<file path="config.mk">
export PLATFORM = sky130hd
export DESIGN_NAME = sequential_divider
export DESIGN_NICKNAME = d
export VERILOG_FILES = /design/src/rtl/sequential_divider.sv
export SDC_FILE = /design/constraint.sdc
export NUM_CORES = 1
export LEC_CHECK = 0
export CAP_MARGIN = 0
export CORE_ASPECT_RATIO = 0.5
export CORE_UTILIZATION = 50
export CTS_CLUSTER_SIZE = 20
export DETAILED_ROUTE_END_ITERATION = 12
export PLACE_DENSITY_LB_ADDON = 0.12
export SLEW_MARGIN = 10
export SYNTH_ARGS = -nofsm -noshare
export SYNTH_HDL_FRONTEND = slang
export SYNTH_SLANG_ARGS = --single-unit
</file>
<file path="constraint.sdc">
create_clock -name clk -period 9.7 [get_ports clk]
set_input_delay 1.94 -clock clk [delete_from_list [all_inputs] [get_ports clk]]
set_output_delay 1.94 -clock clk [all_outputs]
set_load 0.05 [all_outputs]
</file>
<file path="src/rtl/sequential_divider.sv">
// Iterative signed divider: restoring division on magnitudes, one quotient bit per clock.
// Optional macro DIV_ZERO_DETECT_EN short-circuits a zero divisor straight to DONE with div_by_zero set.
module sequential_divider #(
   parameter int WORD_LENGTH = 8
) (
   input  logic                   clk,
   input  logic                   reset,
   input  logic                   start,
   input  logic [WORD_LENGTH-1:0] Dividend,
   input  logic [WORD_LENGTH-1:0] Divisor,
   output logic                   busy,
   output logic                   ready,
   output logic [WORD_LENGTH-1:0] Quotient,
   output logic [WORD_LENGTH-1:0] Remainder,
   output logic                   div_by_zero
);

   localparam int W  = WORD_LENGTH;
   localparam int CW = (W > 1) ? $clog2(W) : 1;

   typedef enum logic [1:0] {IDLE, LOAD, DIVIDE, DONE} state_t;

   state_t          state_q, state_d;
   logic [CW-1:0]   cnt_q, cnt_d;
   logic [W:0]      prem_q, prem_d;
   logic [W-1:0]    dvd_q, dvd_d;
   logic [W-1:0]    dvs_q, dvs_d;
   logic            q_neg_q, q_neg_d;
   logic            r_neg_q, r_neg_d;
   logic            busy_q, busy_d;
   logic            ready_q, ready_d;
   logic [W-1:0]    quotient_q, quotient_d;
   logic [W-1:0]    remainder_q, remainder_d;

   logic [W:0]      rem_shift;
   logic [W:0]      rem_next;
   logic [W-1:0]    quo_next;
   logic            fits;

   function automatic logic [W-1:0] mag(input logic [W-1:0] x);
      return x[W-1] ? (~x + 1'b1) : x;
   endfunction

`ifdef DIV_ZERO_DETECT_EN
   logic dbz_q, dbz_d;
`endif

   always_comb begin
      // NOTE: every _d gets a default first so no path through the case infers a latch.
      state_d     = state_q;
      cnt_d       = cnt_q;
      prem_d      = prem_q;
      dvd_d       = dvd_q;
      dvs_d       = dvs_q;
      q_neg_d     = q_neg_q;
      r_neg_d     = r_neg_q;
      busy_d      = busy_q;
      ready_d     = 1'b0;
      quotient_d  = quotient_q;
      remainder_d = remainder_q;
`ifdef DIV_ZERO_DETECT_EN
      dbz_d       = dbz_q;
`endif

      // The bit shifted out of the partial remainder means the trial always fits.
      rem_shift = {prem_q[W-1:0], dvd_q[W-1]};
      fits      = prem_q[W] || (rem_shift >= {1'b0, dvs_q});
      rem_next  = fits ? (rem_shift - {1'b0, dvs_q}) : rem_shift;
      quo_next  = {dvd_q[W-2:0], fits};

      case (state_q)
         IDLE: begin
            if (start) begin
               state_d = LOAD;
               busy_d  = 1'b1;
            end
         end
         LOAD: begin
            dvd_d   = mag(Dividend);
            dvs_d   = mag(Divisor);
            q_neg_d = Dividend[W-1] ^ Divisor[W-1];
            r_neg_d = Dividend[W-1];
            prem_d  = '0;
            cnt_d   = '0;
            state_d = DIVIDE;
`ifdef DIV_ZERO_DETECT_EN
            dbz_d   = 1'b0;
            if (Divisor == '0) begin
               state_d     = DONE;
               busy_d      = 1'b0;
               ready_d     = 1'b1;
               quotient_d  = '1;
               remainder_d = Dividend;
               dbz_d       = 1'b1;
            end
`endif
         end
         DIVIDE: begin
            prem_d = rem_next;
            dvd_d  = quo_next;
            cnt_d  = cnt_q + 1'b1;
            if (cnt_q == CW'(W - 1)) begin
               state_d     = DONE;
               busy_d      = 1'b0;
               ready_d     = 1'b1;
               quotient_d  = q_neg_q ? (~quo_next + 1'b1) : quo_next;
               remainder_d = r_neg_q ? (~rem_next[W-1:0] + 1'b1) : rem_next[W-1:0];
            end
         end
         DONE: begin
            state_d = IDLE;
         end
         default: begin
            state_d = IDLE;
            busy_d  = 1'b0;
         end
      endcase
   end

   always_ff @(posedge clk) begin
      if (reset) begin
         state_q     <= IDLE;
         cnt_q       <= '0;
         prem_q      <= '0;
         dvd_q       <= '0;
         dvs_q       <= '0;
         q_neg_q     <= 1'b0;
         r_neg_q     <= 1'b0;
         busy_q      <= 1'b0;
         ready_q     <= 1'b0;
         quotient_q  <= '0;
         remainder_q <= '0;
`ifdef DIV_ZERO_DETECT_EN
         dbz_q       <= 1'b0;
`endif
      end else begin
         state_q     <= state_d;
         cnt_q       <= cnt_d;
         prem_q      <= prem_d;
         dvd_q       <= dvd_d;
         dvs_q       <= dvs_d;
         q_neg_q     <= q_neg_d;
         r_neg_q     <= r_neg_d;
         busy_q      <= busy_d;
         ready_q     <= ready_d;
         quotient_q  <= quotient_d;
         remainder_q <= remainder_d;
`ifdef DIV_ZERO_DETECT_EN
         dbz_q       <= dbz_d;
`endif
      end
   end

   assign busy      = busy_q;
   assign ready     = ready_q;
   assign Quotient  = quotient_q;
   assign Remainder = remainder_q;
`ifdef DIV_ZERO_DETECT_EN
   assign div_by_zero = dbz_q;
`else
   assign div_by_zero = 1'b0;
`endif

endmodule

</file>
After elaboration in Yosys (flattened, before gate mapping):

Cells that the tools add are included.
Widths: inputs -> output; s select.

* add/sub/neg operators: 6
* $mul: 0
* divide/modulo/power cells: 0
* magnitude comparators: 1
* eq/ne operators: 6
* shifts and indexed selects: 0
* multiplexer cells: 15
* bitwise operators: 6
* reductions and logical operators: 8

Operator list (number)
* $add 8x1->8 const B: 4
* $mux 8: 4
* $not 8->8: 4
* $pmux 9 s2: 1
* $pmux 8 s2: 1
* $ge 9x8->1: 1
* $mux 9: 1
* $sub 9x8->9: 1
* $pmux 2 s4: 1
* $pmux 3 s2: 1
* $eq 2x2->1 const B: 2
* $mux 2: 2
* $ne 2x2->1 const B: 2
* $reduce_and 2->1: 2
* $reduce_bool 2->1: 2
* $add 3x1->3 const B: 1
* $eq 3x3->1 const B: 1
* $mux 1: 3
* $reduce_and 3->1: 1
* $eq 2x1->1 const B: 1
* $logic_not 2->1: 1
* $pmux 1 s2: 1
* $reduce_or 2->1: 1
* $logic_or 1x1->1: 1
* 2 further kinds: 2

* register bits: 50
* latch bits: 0
* memory bits (writable): 0
* ROM bits: 0
* input bits: 19
* output and inout bits: 19
* logic and storage cells: 53
* memories: 0

Depth between registers and ports, before layout:

* depth after elaboration: 6
* mapped depth: 16
* mapped depth without buffers: 14

Worst setup path before layout:

No wires, ideal clock.

* kind: register to register
* start: reg dvs_q[5]
* end: reg remainder_q[4], in the netlist Remainder[4]
* library setup time: 122 ps
* data arrival time: 3071 ps
* slack: 6507 ps
* stages on the path, launching flop included: 16
* buffers on the path: 2
* period minus slack after synthesis: 3193 ps
* cells stage by stage: dfxtp_1 inv_1 ha_1 buf_6 and3_1 nand3_1 o21ai_2 buf_2 mux2_2 inv_1 ha_1 inv_1 or2_2 o311ai_1 nor3_1 a311o_1

* cells in the longest elaborated chain, start to end: 6

RTL lines
* start, declared: line 27 `logic [W-1:0] dvs_q, dvs_d;`
* start signal, assigned: line 141 `dvs_q <= dvs_d;`
* $ge 9x8->1 *: line 67 `fits = prem_q[W] || (rem_shift >= {1'b0, dvs_q});`
* $logic_or 1x1->1 *: line 67
* $mux 9 *: line 68 `rem_next = fits ? (rem_shift - {1'b0, dvs_q}) : rem_shift;`
* $not 8->8: line 107 `remainder_d = r_neg_q ? (~rem_next[W-1:0] + 1'b1) : rem_next[W-1:0];`
* $add 8x1->8: line 107
* $mux 8 *: line 107
* end signal, assigned: line 147 `remainder_q <= remainder_d;`
* end, declared: line 33 `logic [W-1:0] remainder_q, remainder_d;`

Every way passes the cells marked *; elsewhere a longest branch is shown, timed or not.
A chain may end at the register's enable or synchronous reset.

Final worst setup path:

* start: reg prem_q[4]
* end: reg remainder_q[6], in the netlist Remainder[6]

* cells in the longest elaborated chain, start to end: 6
* elaborated cells between the ends (all ways): 7
* classes of those cells: 2 x add/sub; 1 x order compare; 2 x mux; 1 x bitwise; 1 x reduce/logical

RTL lines
* start, declared: line 25 `logic [W:0] prem_q, prem_d;`
* start signal, assigned: line 139 `prem_q <= prem_d;`
* $ge 9x8->1: line 67
* $logic_or 1x1->1: line 67
* $mux 9 *: line 68
* $not 8->8: line 107
* $add 8x1->8: line 107
* $mux 8 *: line 107

Marked as above.

==> impl_metrics.xml <==
<?xml version="1.0" encoding="UTF-8"?>
<metrics>
  <group name="routing">
    <metric name="initialDrtViolationCount" unit="">112</metric>
    <metric name="postRouteAntennaNets" unit="">0</metric>
    <metric name="vias" unit="">2769</metric>
    <metric name="routed_wire_length_per_instance" unit="um">15.2</metric>
    <metric name="drc_errors" unit="">0</metric>
    <metric name="drt-vias-per-instance" unit="">5.58</metric>
    <metric name="drt-pass1-iter-count" unit="">4</metric>
    <metric name="postRouteWirelength" unit="mm">7.54</metric>
  </group>
  <group name="grt">
    <metric name="grt_overflow_total" unit="">0</metric>
    <metric name="grt_pass1_wl" unit="mm">12.8</metric>
    <metric name="antenna_found_initial" unit="">0</metric>
    <metric name="grt_use_total" unit="%">25.0</metric>
    <metric name="grt_start_max_net_pins" unit="">48</metric>
    <metric name="first_global_vias" unit="">2678</metric>
  </group>
  <group name="worst_setup_path">
    <metric name="r2r.worst_path.cells" unit="">13</metric>
    <metric name="worst_setup_path_end_kind" unit="">flip-flop</metric>
    <metric name="critical-path-slowest-cell" unit="">o21ai_2</metric>
    <metric name="crit_path_max_fanout" unit="">12</metric>
    <metric name="timing.critical_path.max_delay_family" unit="">simple AND/OR/NAND/NOR gates</metric>
    <metric name="critPathLaunchType" unit="">flip-flop</metric>
    <metric name="crit_arrival" unit="ns">4.01</metric>
    <metric name="cp_cell_sequence" unit="">ha_1, and3_1, nand3_1, o21ai_2, mux2_2, inv_1, ha_1, inv_1, or2_2, o21bai_1, nor4_1, or4_1, nand3_1</metric>
    <metric name="path_buf_inv" unit="">2</metric>
    <metric name="worst_ep_required_time" unit="ns">9.88</metric>
    <metric name="criticalPathCategory" unit="">flip-flop to flip-flop</metric>
    <metric name="crit_cells" unit="">13</metric>
    <metric name="cp_slowest_stage_delay" unit="ns">0.66</metric>
  </group>
  <group name="synthesis">
    <metric name="synth_simple_gate_area_share" unit="%">17.6</metric>
    <metric name="ys_seq_area_share" unit="%">31.6</metric>
    <metric name="synth.lib_cells_used.distinct" unit="">60</metric>
    <metric name="syn-num-nets" unit="">424</metric>
    <metric name="synth-xor-area-share" unit="%">6.36</metric>
    <metric name="postSynthCellCount" unit="">386</metric>
    <metric name="yosys-top-cells-count" unit="">nor2_1, dfxtp_1, inv_1, nand2_1, a211oi_1</metric>
    <metric name="yosysTopAreaCell" unit="">dfxtp_1</metric>
    <metric name="synth_compound_area_share" unit="%">23.5</metric>
    <metric name="syn-cell-area" unit="mm2">0.00317</metric>
    <metric name="ys.warnings.count" unit="">0</metric>
    <metric name="async_reset_ff_share" unit="%">0</metric>
    <metric name="share_of_the_synthesized_area_in_the_top_cell_type" unit="%">31.6</metric>
    <metric name="synth_edf_count" unit="">0</metric>
    <metric name="yosysMostFrequentCell" unit="">nor2_1</metric>
    <metric name="post_synth_adder_cell_area" unit="%">7.74</metric>
    <metric name="synthTopCellsByArea" unit="">dfxtp_1, ha_1, nor2_1</metric>
    <metric name="most_used_flip_flop_cell_after_synthesis" unit="">dfxtp_1</metric>
    <metric name="dominant_combinational_cell_family_by_area_after_synthesis" unit="">compound AO/OA/AOI/OAI gates</metric>
    <metric name="postSynthRegisterBits" unit="">50</metric>
    <metric name="synth_mux_area_share" unit="%">6.47</metric>
    <metric name="syn-mean-instance-area" unit="um2">8.21</metric>
  </group>
  <group name="sta">
    <metric name="finalHoldViolCount" unit="">0</metric>
    <metric name="worst_slew_margin_rel" unit="%">47.0</metric>
    <metric name="max_clock_freq" unit="GHz">0.261</metric>
    <metric name="fin_setup_tns" unit="ns">0</metric>
    <metric name="finalSetupViolations" unit="">0</metric>
    <metric name="timing.final.max_slew_violations" unit="">0</metric>
    <metric name="final_period_minus_worst_setup_slack" unit="ns">3.83</metric>
    <metric name="min_period_over_period" unit="%">39.4</metric>
    <metric name="final.setup_skew" unit="ns">0.00501</metric>
    <metric name="worstMarginPinSlew" unit="ns">0.792</metric>
    <metric name="rsz0062_at_grt" unit="">no</metric>
  </group>
  <group name="floorplan">
    <metric name="initial_core_util" unit="%">52.1</metric>
    <metric name="fp-row-count" unit="">20</metric>
    <metric name="die_y" unit="um">58.3</metric>
    <metric name="die_w" unit="um">115</metric>
    <metric name="boundaryPins" unit="">38</metric>
    <metric name="total_die_area" unit="mm2">0.00668</metric>
    <metric name="floorplan.core_area" unit="mm2">0.00608</metric>
  </group>
  <group name="power_and_ir_drop">
    <metric name="power_density" unit="mW/mm2">286</metric>
    <metric name="irDropWorstVdd" unit="mV">0.111</metric>
    <metric name="overall_power_consumption" unit="mW">1.06</metric>
    <metric name="p_leak" unit="nW">1.41</metric>
  </group>
  <group name="layout">
    <metric name="fillers" unit="">576</metric>
    <metric name="nets" unit="">445</metric>
    <metric name="proportion_of_layout_cells_with_a_drive_suffix_above_1" unit="%">4.90</metric>
    <metric name="antennaDiodeCount" unit="">0</metric>
    <metric name="fin_util" unit="%">60.8</metric>
    <metric name="multi_input_comb_area" unit="mm2">0.00196</metric>
    <metric name="seq_area" unit="mm2">0.00100</metric>
    <metric name="layout_area_overhead" unit="%">16.6</metric>
    <metric name="final_design_area_no_fill" unit="mm2">0.00369</metric>
  </group>
  <group name="clock_tree">
    <metric name="cts.repair_timing.setup_buffer_count" unit="">0</metric>
    <metric name="clockBufferDepth" unit="">2</metric>
    <metric name="cts_num_sinks" unit="">50</metric>
    <metric name="hold_buffers" unit="">0</metric>
    <metric name="cts_resized" unit="">0</metric>
    <metric name="tritoncts_clock_tree" unit="">yes</metric>
    <metric name="numCtsBuffers" unit="">5</metric>
    <metric name="root_buffer" unit="">clkbuf_16</metric>
    <metric name="clock_insertion_delay_at_the_later_pin_of_the_skew_report" unit="ns">0.30</metric>
    <metric name="clock_input_transition_at_the_sequential_cells_of_the_worst_setup_and_hold_paths" unit="ns">0.07</metric>
    <metric name="clock_tree.htree_level_count" unit="">2</metric>
  </group>
  <group name="place">
    <metric name="portBuffers" unit="">36</metric>
    <metric name="dp.final_hpwl" unit="mm">5.57</metric>
    <metric name="finalWeightedCongestion" unit="">0.931</metric>
    <metric name="dpl_cell_area" unit="mm2">0.00355</metric>
  </group>
  <group name="hold_path">
    <metric name="holdPathStages" unit="">2</metric>
    <metric name="min-delay-path-class" unit="">flip-flop to flip-flop</metric>
  </group>
  <group name="outcome">
    <metric name="run_status" unit="">finished, final reports clean</metric>
  </group>
  <group name="job">
    <metric name="maxCapViolCount" unit="">0</metric>
  </group>
</metrics>
-- registers in the layout (all words and copies together), names as in the netlist --
signal and count:
r_neg_q 1, Quotient 8, state_q 2, Remainder 8
dvs_q 8, busy 1, dvd_q 8, cnt_q 3
ready 1, q_neg_q 1, prem_q 9
-- routing by layer --
metal | vias to the layer above | GRT usage (%) | share of wire [%] | wire, um
li1 | 1420 | - | - | -
met1 | 1284 | 33.5 | 50 | 3770
met2 | 54 | 40.0 | 43 | 3270
met3 | 11 | 6.39 | 5.2 | 391
met4 | 0 | 8.16 | 1.4 | 108
met5 | - | 0 | 0 | 0
-- final timing paths --
check	start	to	slack, ns
max reg2reg	prem_q[4]	Remainder[6]	5.87
max	prem_q[4]	Remainder[6]	5.87
min reg2reg	Remainder[5]	Remainder[5]	0.46
min	Remainder[5]	Remainder[5]	0.46
-- cell usage in the layout, fill, tap and decap left out, drive strengths merged, types with 5 or more instances in the layout --
master / count
nor2: 54
dfxtp: 50
clkdlybuf4s50: 36
inv: 29
nand2: 20
a211oi: 20
ha: 18
o21ai: 17
mux2i: 16
xor2: 12
a21oi: 11
xnor2: 11
o31ai: 10
a22oi: 9
nand3: 8
nor3: 7
nand2b: 6
or3: 6
nor2b: 5
clkbuf: 5
a221oi: 5
-- kinds of logic (layout without fill, tap and decap cells) --
logic type | count (synthesis) | in the layout
AO/OA/AOI/OAI | 101 | 101
other | 1 | 1
adder cells (fa/ha/maj) | 19 | 19
buffers and inverters | 52 | 74
XOR/XNOR | 23 | 23
flip-flops | 50 | 50
AND/OR/NAND/NOR | 120 | 120
multiplexers | 20 | 20
-- layout make-up --
| type | instances | share of cell area, % |
|---|---|---|
| clock inverters | 3 | 0.643 |
| multi-input cells | 284 | 53.0 |
| clock buffers | 5 | 3.39 |
| well taps | 88 | 2.98 |
| repair buffers | 37 | 9.96 |
| inverters | 29 | 2.95 |
| flip-flops and latches | 50 | 27.1 |
-- metrics by stage --
stage          worst slack (ns)  hold WS (ns)  std cells
2_1_floorplan              6.51         0.446        386
3_3_place_gp               6.04         0.447        488
3_5_place_dp               5.97         0.458        488
4_1_cts                    5.93         0.470        496
5_1_grt                    5.60         0.507        496
6_report                   5.87         0.465        496
-- worst min-delay path, cell delays in order, from the launching register on --
cell     delay, ns
dfxtp_1       0.31
nand3_1       0.06
o21ai_1       0.05
-- power by group --
group / switching (mW) / internal (mW) / total (mW)
Clock: 0.0842 / 0.0966 / 0.181
Sequential: 0.0385 / 0.240 / 0.279
Combinational: 0.361 / 0.237 / 0.598
Total: 0.484 / 0.574 / 1.06
Note: power is estimated with default switching activity, not from simulation.
